**src/rtl/traffic_pkg.sv**
```systemverilog
// traffic_pkg: direction encoding and constants shared by the arbiter and the traffic controller
package traffic_pkg;
  localparam int NUM_DIRS = 4;
  typedef enum logic [1:0] {DIR_N, DIR_S, DIR_E, DIR_W} dir_t;
endpackage

```
**src/rtl/sensor_debounce.sv**
```systemverilog
// sensor_debounce: two-flop synchroniser followed by a consecutive-mismatch debounce counter
module sensor_debounce #(
  parameter int DEBOUNCE_CYCLES = 4
) (
  input  logic clk,
  input  logic reset,
  input  logic raw,
  output logic level
);
  localparam int CW = $clog2(DEBOUNCE_CYCLES + 1);
  logic s1, s2;
  logic [CW-1:0] cnt;
  always_ff @(posedge clk) begin
    if (reset) begin
      s1 <= 1'b0;
      s2 <= 1'b0;
      cnt <= '0;
      level <= 1'b0;
    end else begin
      s1 <= raw;
      s2 <= s1;
      if (s2 == level) cnt <= '0;
      else if (cnt == CW'(DEBOUNCE_CYCLES - 1)) begin
        level <= s2;
        cnt <= '0;
      end else cnt <= cnt + 1'b1;
    end
  end
endmodule

```
**src/rtl/traffic_request_arbiter.sv**
```systemverilog
// traffic_request_arbiter: debounced sensor requests granted round-robin over a valid/ready handshake
module traffic_request_arbiter
  import traffic_pkg::*;
#(
  parameter int DEBOUNCE_CYCLES = 4
) (
  input  logic                clk,
  input  logic                reset,
  input  logic [NUM_DIRS-1:0] sensor_raw,
  input  logic                grant_ready,
  output logic                grant_valid,
  output dir_t                grant_dir,
  output logic [NUM_DIRS-1:0] pending,
  output logic [NUM_DIRS-1:0] sensor_db
);
  logic [NUM_DIRS-1:0] db_q, rise, clr;
  logic [1:0] rr_ptr;
  logic hs;
  function automatic dir_t rr_pick(input logic [NUM_DIRS-1:0] req, input logic [1:0] ptr);
    dir_t pick;
    pick = DIR_N;
    for (int i = NUM_DIRS - 1; i >= 0; i--)
      if (req[ptr + 2'(i)]) pick = dir_t'(ptr + 2'(i));
    return pick;
  endfunction
  for (genvar g = 0; g < NUM_DIRS; g++) begin : g_db
    sensor_debounce #(.DEBOUNCE_CYCLES(DEBOUNCE_CYCLES)) u_db (
      .clk(clk),
      .reset(reset),
      .raw(sensor_raw[g]),
      .level(sensor_db[g])
    );
  end
  assign hs = grant_valid & grant_ready;
  assign rise = sensor_db & ~db_q;
  assign clr = hs ? NUM_DIRS'(1) << grant_dir : '0;
  always_ff @(posedge clk) begin
    if (reset) begin
      db_q <= '0;
      pending <= '0;
      grant_valid <= 1'b0;
      grant_dir <= DIR_N;
      rr_ptr <= '0;
    end else begin
      db_q <= sensor_db;
      // a same-cycle rise re-arms the direction being granted
      pending <= (pending & ~clr) | rise;
      if (!grant_valid) begin
        if (|pending) begin
          grant_valid <= 1'b1;
          grant_dir <= rr_pick(pending, rr_ptr);
        end
      end else if (grant_ready) begin
        grant_valid <= 1'b0;
        rr_ptr <= 2'(grant_dir) + 2'd1;
      end
    end
  end
endmodule
```
**config.mk**
```make
export PLATFORM = sky130hd
export DESIGN_NAME = traffic_request_arbiter
export DESIGN_NICKNAME = d
export VERILOG_FILES = /design/src/rtl/traffic_pkg.sv /design/src/rtl/sensor_debounce.sv /design/src/rtl/traffic_request_arbiter.sv
export SDC_FILE = /design/constraint.sdc
export NUM_CORES = 1
export LEC_CHECK = 0
export ABC_AREA = 1
export ABC_CLOCK_PERIOD_IN_PS = 1400
export BUFFER_PORTS_ARGS = -buffer_cell sky130_fd_sc_hd__buf_2
export CAP_MARGIN = 25
export CORE_ASPECT_RATIO = 1.25
export CORE_MARGIN = 2
export CORE_UTILIZATION = 55
export DETAILED_ROUTE_END_ITERATION = 10
export PLACE_DENSITY_LB_ADDON = 0.08
export RECOVER_POWER = 100
export SETUP_SLACK_MARGIN = 0.1
export SLEW_MARGIN = 10
export SYNTH_ARGS = -nofsm -noshare
export SYNTH_HDL_FRONTEND = slang
export SYNTH_SLANG_ARGS = --single-unit
```
**constraint.sdc**
```tcl
create_clock -name clk -period 1.4 [get_ports clk]
set_input_delay 0.28 -clock clk [delete_from_list [all_inputs] [get_ports clk]]
set_output_delay 0.28 -clock clk [all_outputs]
set_load 0.02 [all_outputs]
```
Word level (Yosys, flattened, before mapping)
Cells that the tools add are included.
Storage, ports and cells
  flip-flop bits (word level): 37
  input bits: 7
  output and inout port bits: 11
  word-level logic and storage cells: 80
Operators by class
  add/subtract/negate cells: 8
  magnitude comparators: 4
  equality and inequality tests: 8
  shift operators: 1
  muxes and demuxes: 16
  bitwise gates (word level): 11
  reduce and logical (&&, ||, !) cells: 11
Operator list (count)
  $add 3x1->3 const B: 4
  $eq 3x2->1 const B: 4
  $lt 2x3->1 const B: 4
  $reduce_and 2->1: 6
  $reduce_or 3->1: 4
  $and 4x4->4: 2
  $bmux 1 s2: 4
  $mux 2: 4
  $not 4->4: 2
  $mux 1: 7
  $not 1->1: 5
  $add 2x1->2 const B: 2
  $add 2x2->2 const B: 2
  $eq 1x1->1: 4
  $mux 4: 1
  $or 4x4->4: 1
  $reduce_or 4->1: 1
  $shl 1x2->4 const A: 1
  $and 1x1->1: 1

Longest topological paths before layout
Gate-level depths: netlist (run 1).
  depth after elaboration: 7
  depth in mapped cells: 11
  depth with buffers taken out: 10

Modules after synthesis
Synthesis (run 1) repeated with hierarchy kept, for this count alone.
Unflattened totals
  cells, all modules: 216
  area, all modules: 1637.8 um2
Modules (own cells, without submodules)
  sensor_debounce: instances 4, cells an instance 27, area an instance 226.5 um2, sequential area each 120.1 um2
  traffic_request_arbiter: instances 1, cells an instance 108, area an instance 732.0 um2, sequential area each 260.2 um2

Worst setup path before layout (run 1)
Ideal clock, no wire load.
  path kind: register to register
  from: register grant_dir[0]
  to: register rr_ptr[1]
  setup time: 0.120 ns
  arrival time: 1.057 ns
  data required time: 1.280 ns
  path slack: 0.223 ns
  stages on the path, launching flop included: 5
  path buffers: 0
  period minus slack after synthesis: 1.177 ns
  path through: dfxtp_1 -> inv_1 -> ha_1 -> o21ai_0 -> a21oi_1
On the way
  longest elaborated chain between the ends: 1
Ends and longest elaborated chain
  start, declared: line traffic_request_arbiter.sv:12  | output dir_t grant_dir,
  start signal, assigned: line traffic_request_arbiter.sv:51  | grant_dir <= rr_pick(pending, rr_ptr);
  $add 2x1->2: line traffic_request_arbiter.sv:55  | rr_ptr <= 2'(grant_dir) + 2'd1;
  end signal, assigned: line traffic_request_arbiter.sv:55
  end, declared: line traffic_request_arbiter.sv:17  | logic [1:0] rr_ptr;
Every way passes these cells.
A chain may end at the register's enable or synchronous reset.

Worst setup path after layout (run 1)
  from: register g_db[3].u_db.level
  to: output sensor_db[3]
RTL lines
  start, declared: line sensor_debounce.sv:8  | output logic level
  start signal, assigned: line sensor_debounce.sv:18  | level <= 1'b0;
  start signal, assigned: line sensor_debounce.sv:24  | level <= s2;
  end, declared: line traffic_request_arbiter.sv:14  | output logic [NUM_DIRS-1:0] sensor_db
No word-level cell between the ends.

==> impl_metrics.py, run 1 <==
metrics = {
    "run_status": {
        "outcome": "completed",
    },
    "power_and_ir_drop": {
        "p_per_area_nw_per_um2": 1084,
        "peakVddDrop_mv": 1.224,
        "pwr-share-seq_pct": 56.8,
        "power_uw": 1890,
        "pwr-share-clk_pct": 40.9,
        "combPwrFrac_pct": 2.3,
        "cellLeakagePower_uw": 0.0007995,
        "netSwitchingFraction_pct": 20.24,
        "switching_power_uw": 382.5,
        "internal_power_uw": 1507,
    },
    "logic_synthesis": {
        "synth_top_family_by_area": "simple AND/OR/NAND/NOR gates",
        "synth_seq_cells": 37,
        "ys_warn_count": 0,
        "ys_seq_area_share_pct": 46.95,
        "muxShareOfSynthArea_pct": 0,
        "synth-simple-area-share_pct": 19.90,
        "avgSynthCellArea_um2": 7.850,
        "synth_compound_area_share_pct": 10.63,
        "synthCells": 201,
        "synthesis.nets": 220,
        "yosysUniqueCellTypes": 19,
        "netlist_area_um2": 1578,
        "synth_fa_ha_area_share_pct": 9.516,
        "synthXorXnorAreaFrac_pct": 0,
    },
    "worst_hold_path": {
        "hp-class": "primary input to flop",
        "hold_depth": 3,
    },
    "clock_tree": {
        "root_buffer": "clkbuf_4",
        "cts_inserted_buffers": 5,
        "hold_buffers": 0,
        "cts_setup_buffers": 0,
        "cts.sinks": 37,
        "cts_tree": "yes",
        "htree_levels": 2,
        "clock_latency_ns": 0.34,
        "cts.path.max_buffers": 2,
        "clk_pin_slew_ns": 0.11,
    },
    "setup_path": {
        "path_cells": "clkbuf_1",
        "cp.required_ns": 1.12,
        "slowest_delay_ns": 0.40,
        "crit_type": "flop to primary output",
        "rr_worst_depth": 9,
        "start_kind": "flop",
        "critPathBufInv": 1,
        "crit_slowest_cell": "dfxtp_1",
        "cp_max_fo": 5,
        "cp_top_family": "flip-flops",
        "crit_cells": 1,
        "endpoint_kind": "primary output",
        "arrival_ns": 0.99,
    },
    "cells_and_area": {
        "nets": 238,
        "nFillCells": 267,
        "syn_to_final_growth_pct": 10.47,
        "drive_gt1_share_pct": 14.09,
        "diodes": 0,
    },
    "sta": {
        "finalClockSkew_ns": 0.009529,
        "slew_headroom_pct": 56.21,
        "min_period_ns": 1.268,
        "hold_viol": 0,
        "finalSetupViolCount": 0,
        "rsz0062_at_grt": "true",
        "timing.fmax_ghz": 0.7886,
        "setup_tns_ns": 0,
        "slew_viol_final": 0,
        "worst_slew_pin_slew_ns": 0.6568,
        "period_share_pct": 90.58,
    },
    "global_route": {
        "grt_pass1_vias": 1111,
        "grtUsageTotal_pct": 17.60,
        "grt_max_degree": 17,
        "overflow": 0,
        "antenna_found_initial": 0,
        "grt_pass1_wl_um": 4353,
    },
    "place": {
        "gp_congestion": 0.7516,
        "hpwl_um": 1919,
        "port_buffers": 17,
    },
    "die": {
        "start_util_pct": 58.30,
        "rows": 21,
        "die_area_um2": 3316,
        "ios": 18,
        "coreArea_um2": 2706,
        "die_y_um": 63.88,
        "fp.dieW_um": 51.91,
    },
    "drt": {
        "dr.first_iter.drc_count": 12,
        "avgRoutedWirePerCell_um": 10.16,
        "via_count": 1217,
        "drtPass1Iterations": 4,
        "antenna_left": 0,
        "drt-total-wl_um": 2581,
        "drc": 0,
        "viasPerCell": 4.791,
    },
    "job": {
        "maxCapViolations": 0,
    },
}
[layer usage]
layer  up-vias  global-route usage (%)  part of all wire, %
met5         -                       0                    0
met4         0                   6.908                  2.0
met3         7                   5.607                  3.2
met2        17                   30.38                   50
met1       542                   19.49                   45
li1        651                       -                    -
[area by class of cell]
cell class	instances	area, µm²	share of cell area [%]
multi-input combinational	118	629.4	36.11
sequential	37	744.5	42.71
clock inverter	2	37.54	2.154
inverter	38	150.1	8.615
timing repair buffer	19	87.58	5.025
tap	34	42.54	2.441
clock buffer	6	51.30	2.943
[power groups by stage]
stage                     registers (µW)  clock network (µW)  logic [µW]
after global placement              1100                   0        43.2
after CTS                           1070                 793        45.7
after floorplan                     1100                   0        30.6
after detailed placement            1100                   0        45.6
final                               1070                 773        43.5
after global routing                1080                 830        50.8
[sequential cells by signal (all words and copies together) (netlist names)]
register / count
grant_dir: 2
rr_ptr: 2
db_q: 4
g_db.u_db.level: 4
g_db.u_db.s2: 4
g_db.u_db.cnt: 12
g_db.u_db.s1: 4
pending: 4
grant_valid: 1
[layout by cell type (no fill, tap or decap), types with 3 or more instances in the layout]
cell and instances:
clkbuf_1 8, o21ai_0 8, inv_1 36, clkbuf_4 5, nand3_1 9, o211ai_1 5
buf_2 7, a21oi_1 15, nand2_1 24, ha_1 12, clkbuf_2 3, nor2_1 37
dfxtp_2 3, nand2_2 6, dfxtp_1 34
[path summary, 6_finish.rpt]
check                                   startpoint               to  slack, ns
worst max-delay path            g_db[3].u_db.level     sensor_db[3]       0.13
worst min-delay path                 sensor_raw[0]  g_db[0].u_db.s1       0.13
worst max register to register           rr_ptr[0]     grant_dir[0]       0.17
worst min register to register     g_db[3].u_db.s1  g_db[3].u_db.s2       0.41
[synth_stat cells]
cell type | instances | area (µm²)
buf_6 | 1 | 11.26
nor2_1 | 37 | 138.9
a21oi_2 | 1 | 8.760
nand2_2 | 7 | 43.79
nand3_1 | 9 | 45.04
nand2_1 | 23 | 86.33
clkbuf_1 | 1 | 3.750
inv_8 | 1 | 11.26
buf_2 | 1 | 5.000
o21ai_0 | 8 | 40.04
ha_1 | 12 | 150.1
a21oi_1 | 15 | 75.07
dfxtp_1 | 37 | 740.7
o211ai_1 | 5 | 37.54
inv_2 | 1 | 3.750
clkbuf_2 | 1 | 5.000
a31oi_1 | 1 | 6.260
inv_1 | 36 | 135.1
buf_4 | 4 | 30.03
[cell families after synthesis]
| group | count (synthesis) |
|---|---|
| adder cells (fa/ha/maj) | 12 |
| AO/OA/AOI/OAI | 30 |
| buffers and inverters | 46 |
| flip-flops | 37 |
| AND/OR/NAND/NOR | 76 |
[timing repair]
item                       4_1_cts  5_1_grt
resized for setup                1        5
pin swaps                        0        1
setup endpoints to repair        2        4
[stage by stage]
stage / setup WS, ns / hold WS, ns / instance area [µm²] / std cells / util (%)
final: 0.1319 / 0.1333 / 1743 / 254 / 64.40
after global routing: 0.05202 / 0.1219 / 1743 / 254 / 64.40
after floorplan: 0.2226 / 0.3870 / 1578 / 201 / -
after CTS: 0.1441 / 0.1199 / 1755 / 254 / 64.86
after global placement: 0.1694 / 0.3923 / 1665 / 246 / 61.53
after detailed placement: 0.09382 / 0.3943 / 1665 / 246 / 61.53
Note: power is estimated with default switching activity, not from simulation.
==> inputs of run 2 (changes only) <==
--- a/constraint.sdc
+++ b/constraint.sdc
@@ -3,2 +3,2 @@
 set_output_delay 0.28 -clock clk [all_outputs]
-set_load 0.02 [all_outputs]
+set_load 0.005 [all_outputs]
==> run 2 against run 1 <==
Against the previous run: fmax rose by 4.2%; via count up 0.49%; critical path depth grew 8; final area is 0.29% higher; clock-buffer cell count unchanged; sequential cell count is the same.
==> impl_metrics.py, run 2 (same netlist as run 1, synthesis figures left out) <==
metrics = {
    "drt": {
        "antenna_left": 0,
        "via_count": 1223,
        "drt-total-wl_um": 2588,
        "drc": 0,
        "drtPass1Iterations": 4,
        "avgRoutedWirePerCell_um": 10.19,
        "dr.first_iter.drc_count": 13,
        "viasPerCell": 4.815,
    },
    "cells_and_area": {
        "fin_util_pct": 64.59,
        "ff_latch_area_um2": 743.2,
        "multi_input_comb_area_um2": 631.9,
        "design_area_um2": 1748,
        "drive_gt1_share_pct": 15.45,
        "diodes": 0,
        "nFillCells": 268,
        "largest_reg_flops": 12,
        "regMostFlops": "g_db.u_db.cnt",
        "syn_to_final_growth_pct": 10.79,
        "nets": 238,
        "final_cell_mix": "nor2_1, inv_1, dfxtp_1",
        "layout_commonest_cell": "nor2_1",
    },
    "sta": {
        "hold_viol": 0,
        "min_period_ns": 1.217,
        "worst_slew_pin_slew_ns": 0.6531,
        "finalClockSkew_ns": 0.008883,
        "period_share_pct": 86.96,
        "setup_tns_ns": 0,
        "whs_ns": 0.1331,
        "slew_viol_final": 0,
        "finalWorstSetupSlack_ns": 0.1826,
        "slew_headroom_pct": 56.46,
        "timing.fmax_ghz": 0.8214,
        "finalSetupViolCount": 0,
        "rsz0062_at_grt": "true",
    },
    "die": {
        "start_util_pct": 58.30,
        "ios": 18,
        "coreArea_um2": 2706,
        "die_area_um2": 3316,
        "rows": 21,
        "die_y_um": 63.88,
        "fp.dieW_um": 51.91,
    },
    "setup_path": {
        "start_kind": "flop",
        "cp_max_fo": 8,
        "endpoint_kind": "flop",
        "cp.required_ns": 1.64,
        "arrival_ns": 1.46,
        "crit_type": "flop to flop",
    },
    "clock_tree": {
        "cts_inserted_buffers": 5,
        "root_buffer": "clkbuf_4",
        "htree_levels": 2,
        "cts.path.max_buffers": 2,
        "clock_latency_ns": 0.34,
        "cts_tree": "yes",
        "cts.sinks": 37,
        "clk_pin_slew_ns": 0.11,
    },
    "power_and_ir_drop": {
        "p_per_area_nw_per_um2": 1081,
        "peakVddDrop_mv": 1.224,
        "pwr-share-clk_pct": 40.9,
        "combPwrFrac_pct": 2.3,
        "cellLeakagePower_uw": 0.0008155,
        "pwr-share-seq_pct": 56.8,
        "switching_power_uw": 381.3,
        "netSwitchingFraction_pct": 20.19,
        "internal_power_uw": 1508,
    },
    "place": {
        "dpl_cell_area_um2": 1665,
        "hpwl_um": 1919,
        "port_buffers": 17,
        "gp_congestion": 0.7516,
        "pre_cts_ws_ns": 0.09382,
    },
    "job": {
        "maxCapViolations": 0,
    },
    "global_route": {
        "antenna_found_initial": 0,
        "grt_pass1_vias": 1111,
        "overflow": 0,
        "grt_max_degree": 17,
        "grtUsageTotal_pct": 17.60,
        "grt_pass1_wl_um": 4353,
    },
    "worst_hold_path": {
        "hp-class": "primary input to flop",
    },
    "run_status": {
        "outcome": "completed",
    },
}
[run 2: cell count changes in the layout (fill, tap and decap cells not counted), sizes merged]
cell / before / now
buf: 8 / 14
clkbuf: 17 / 11
[run 2: critical path: stages (launching register included)]
cell     delay, ns
dfxtp_2       0.46
nand2_1       0.12
nand2_1       0.11
nand2_2       0.06
nand2_2       0.07
nand2_2       0.06
nand3_1       0.06
nand2_1       0.05
nor2_1        0.08
nor2_1        0.05
[run 2: worst paths after layout]
| path | startpoint | to | slack [ns] | cells past startpoint |
|---|---|---|---|---|
| setup / recovery | rr_ptr[0] | grant_dir[0] | 0.18 | 9 |
| hold / removal | sensor_raw[0] | g_db[0].u_db.s1 | 0.13 | 3 |
| setup reg to reg | rr_ptr[0] | grant_dir[0] | 0.18 | 9 |
| hold reg to reg | g_db[3].u_db.s1 | g_db[3].u_db.s2 | 0.41 | 2 |
[run 2: stage by stage]
stage | instances | total power, µW
finish | 254 | 1889
global route | 254 | 1956
CTS | 254 | 1912
detailed placement | 246 | 1143
global placement | 246 | 1140
floorplan | 201 | 1127
[run 2: timing repair]
item                                    in CTS  in global routing
endpoints found under the setup margin       2                  3
buffers inserted                             0                  0
hold buffers                                 0                  0
gates resized for setup                      1                  5
pin swaps                                    0                  1
endpoints found under the hold margin        0                  0
[run 2: per-layer routing]
| layer | wire length [µm] | global-route usage [%] |
|---|---|---|
| met2 | 1302 | 30.38 |
| met4 | 51 | 6.908 |
| met1 | 1148 | 19.49 |
| met3 | 85 | 5.607 |
| met5 | 0 | 0 |
[run 2: power groups by stage]
stage	Clock (µW)	Sequential, µW	Combinational (µW)
global route	830	1080	50.6
CTS	793	1070	45.4
finish	772	1070	43.3
floorplan	0	1100	30.5
global placement	0	1100	42.9
detailed placement	0	1100	45.3
[run 2: cell type report]
| class | count | area share (%) |
|---|---|---|
| tap | 34 | 2.434 |
| multi-input combinational | 118 | 36.15 |
| inverter | 38 | 8.590 |
| sequential | 37 | 42.52 |
| timing repair buffer | 19 | 5.225 |
| clock inverter | 2 | 2.147 |
| clock buffer | 6 | 2.935 |
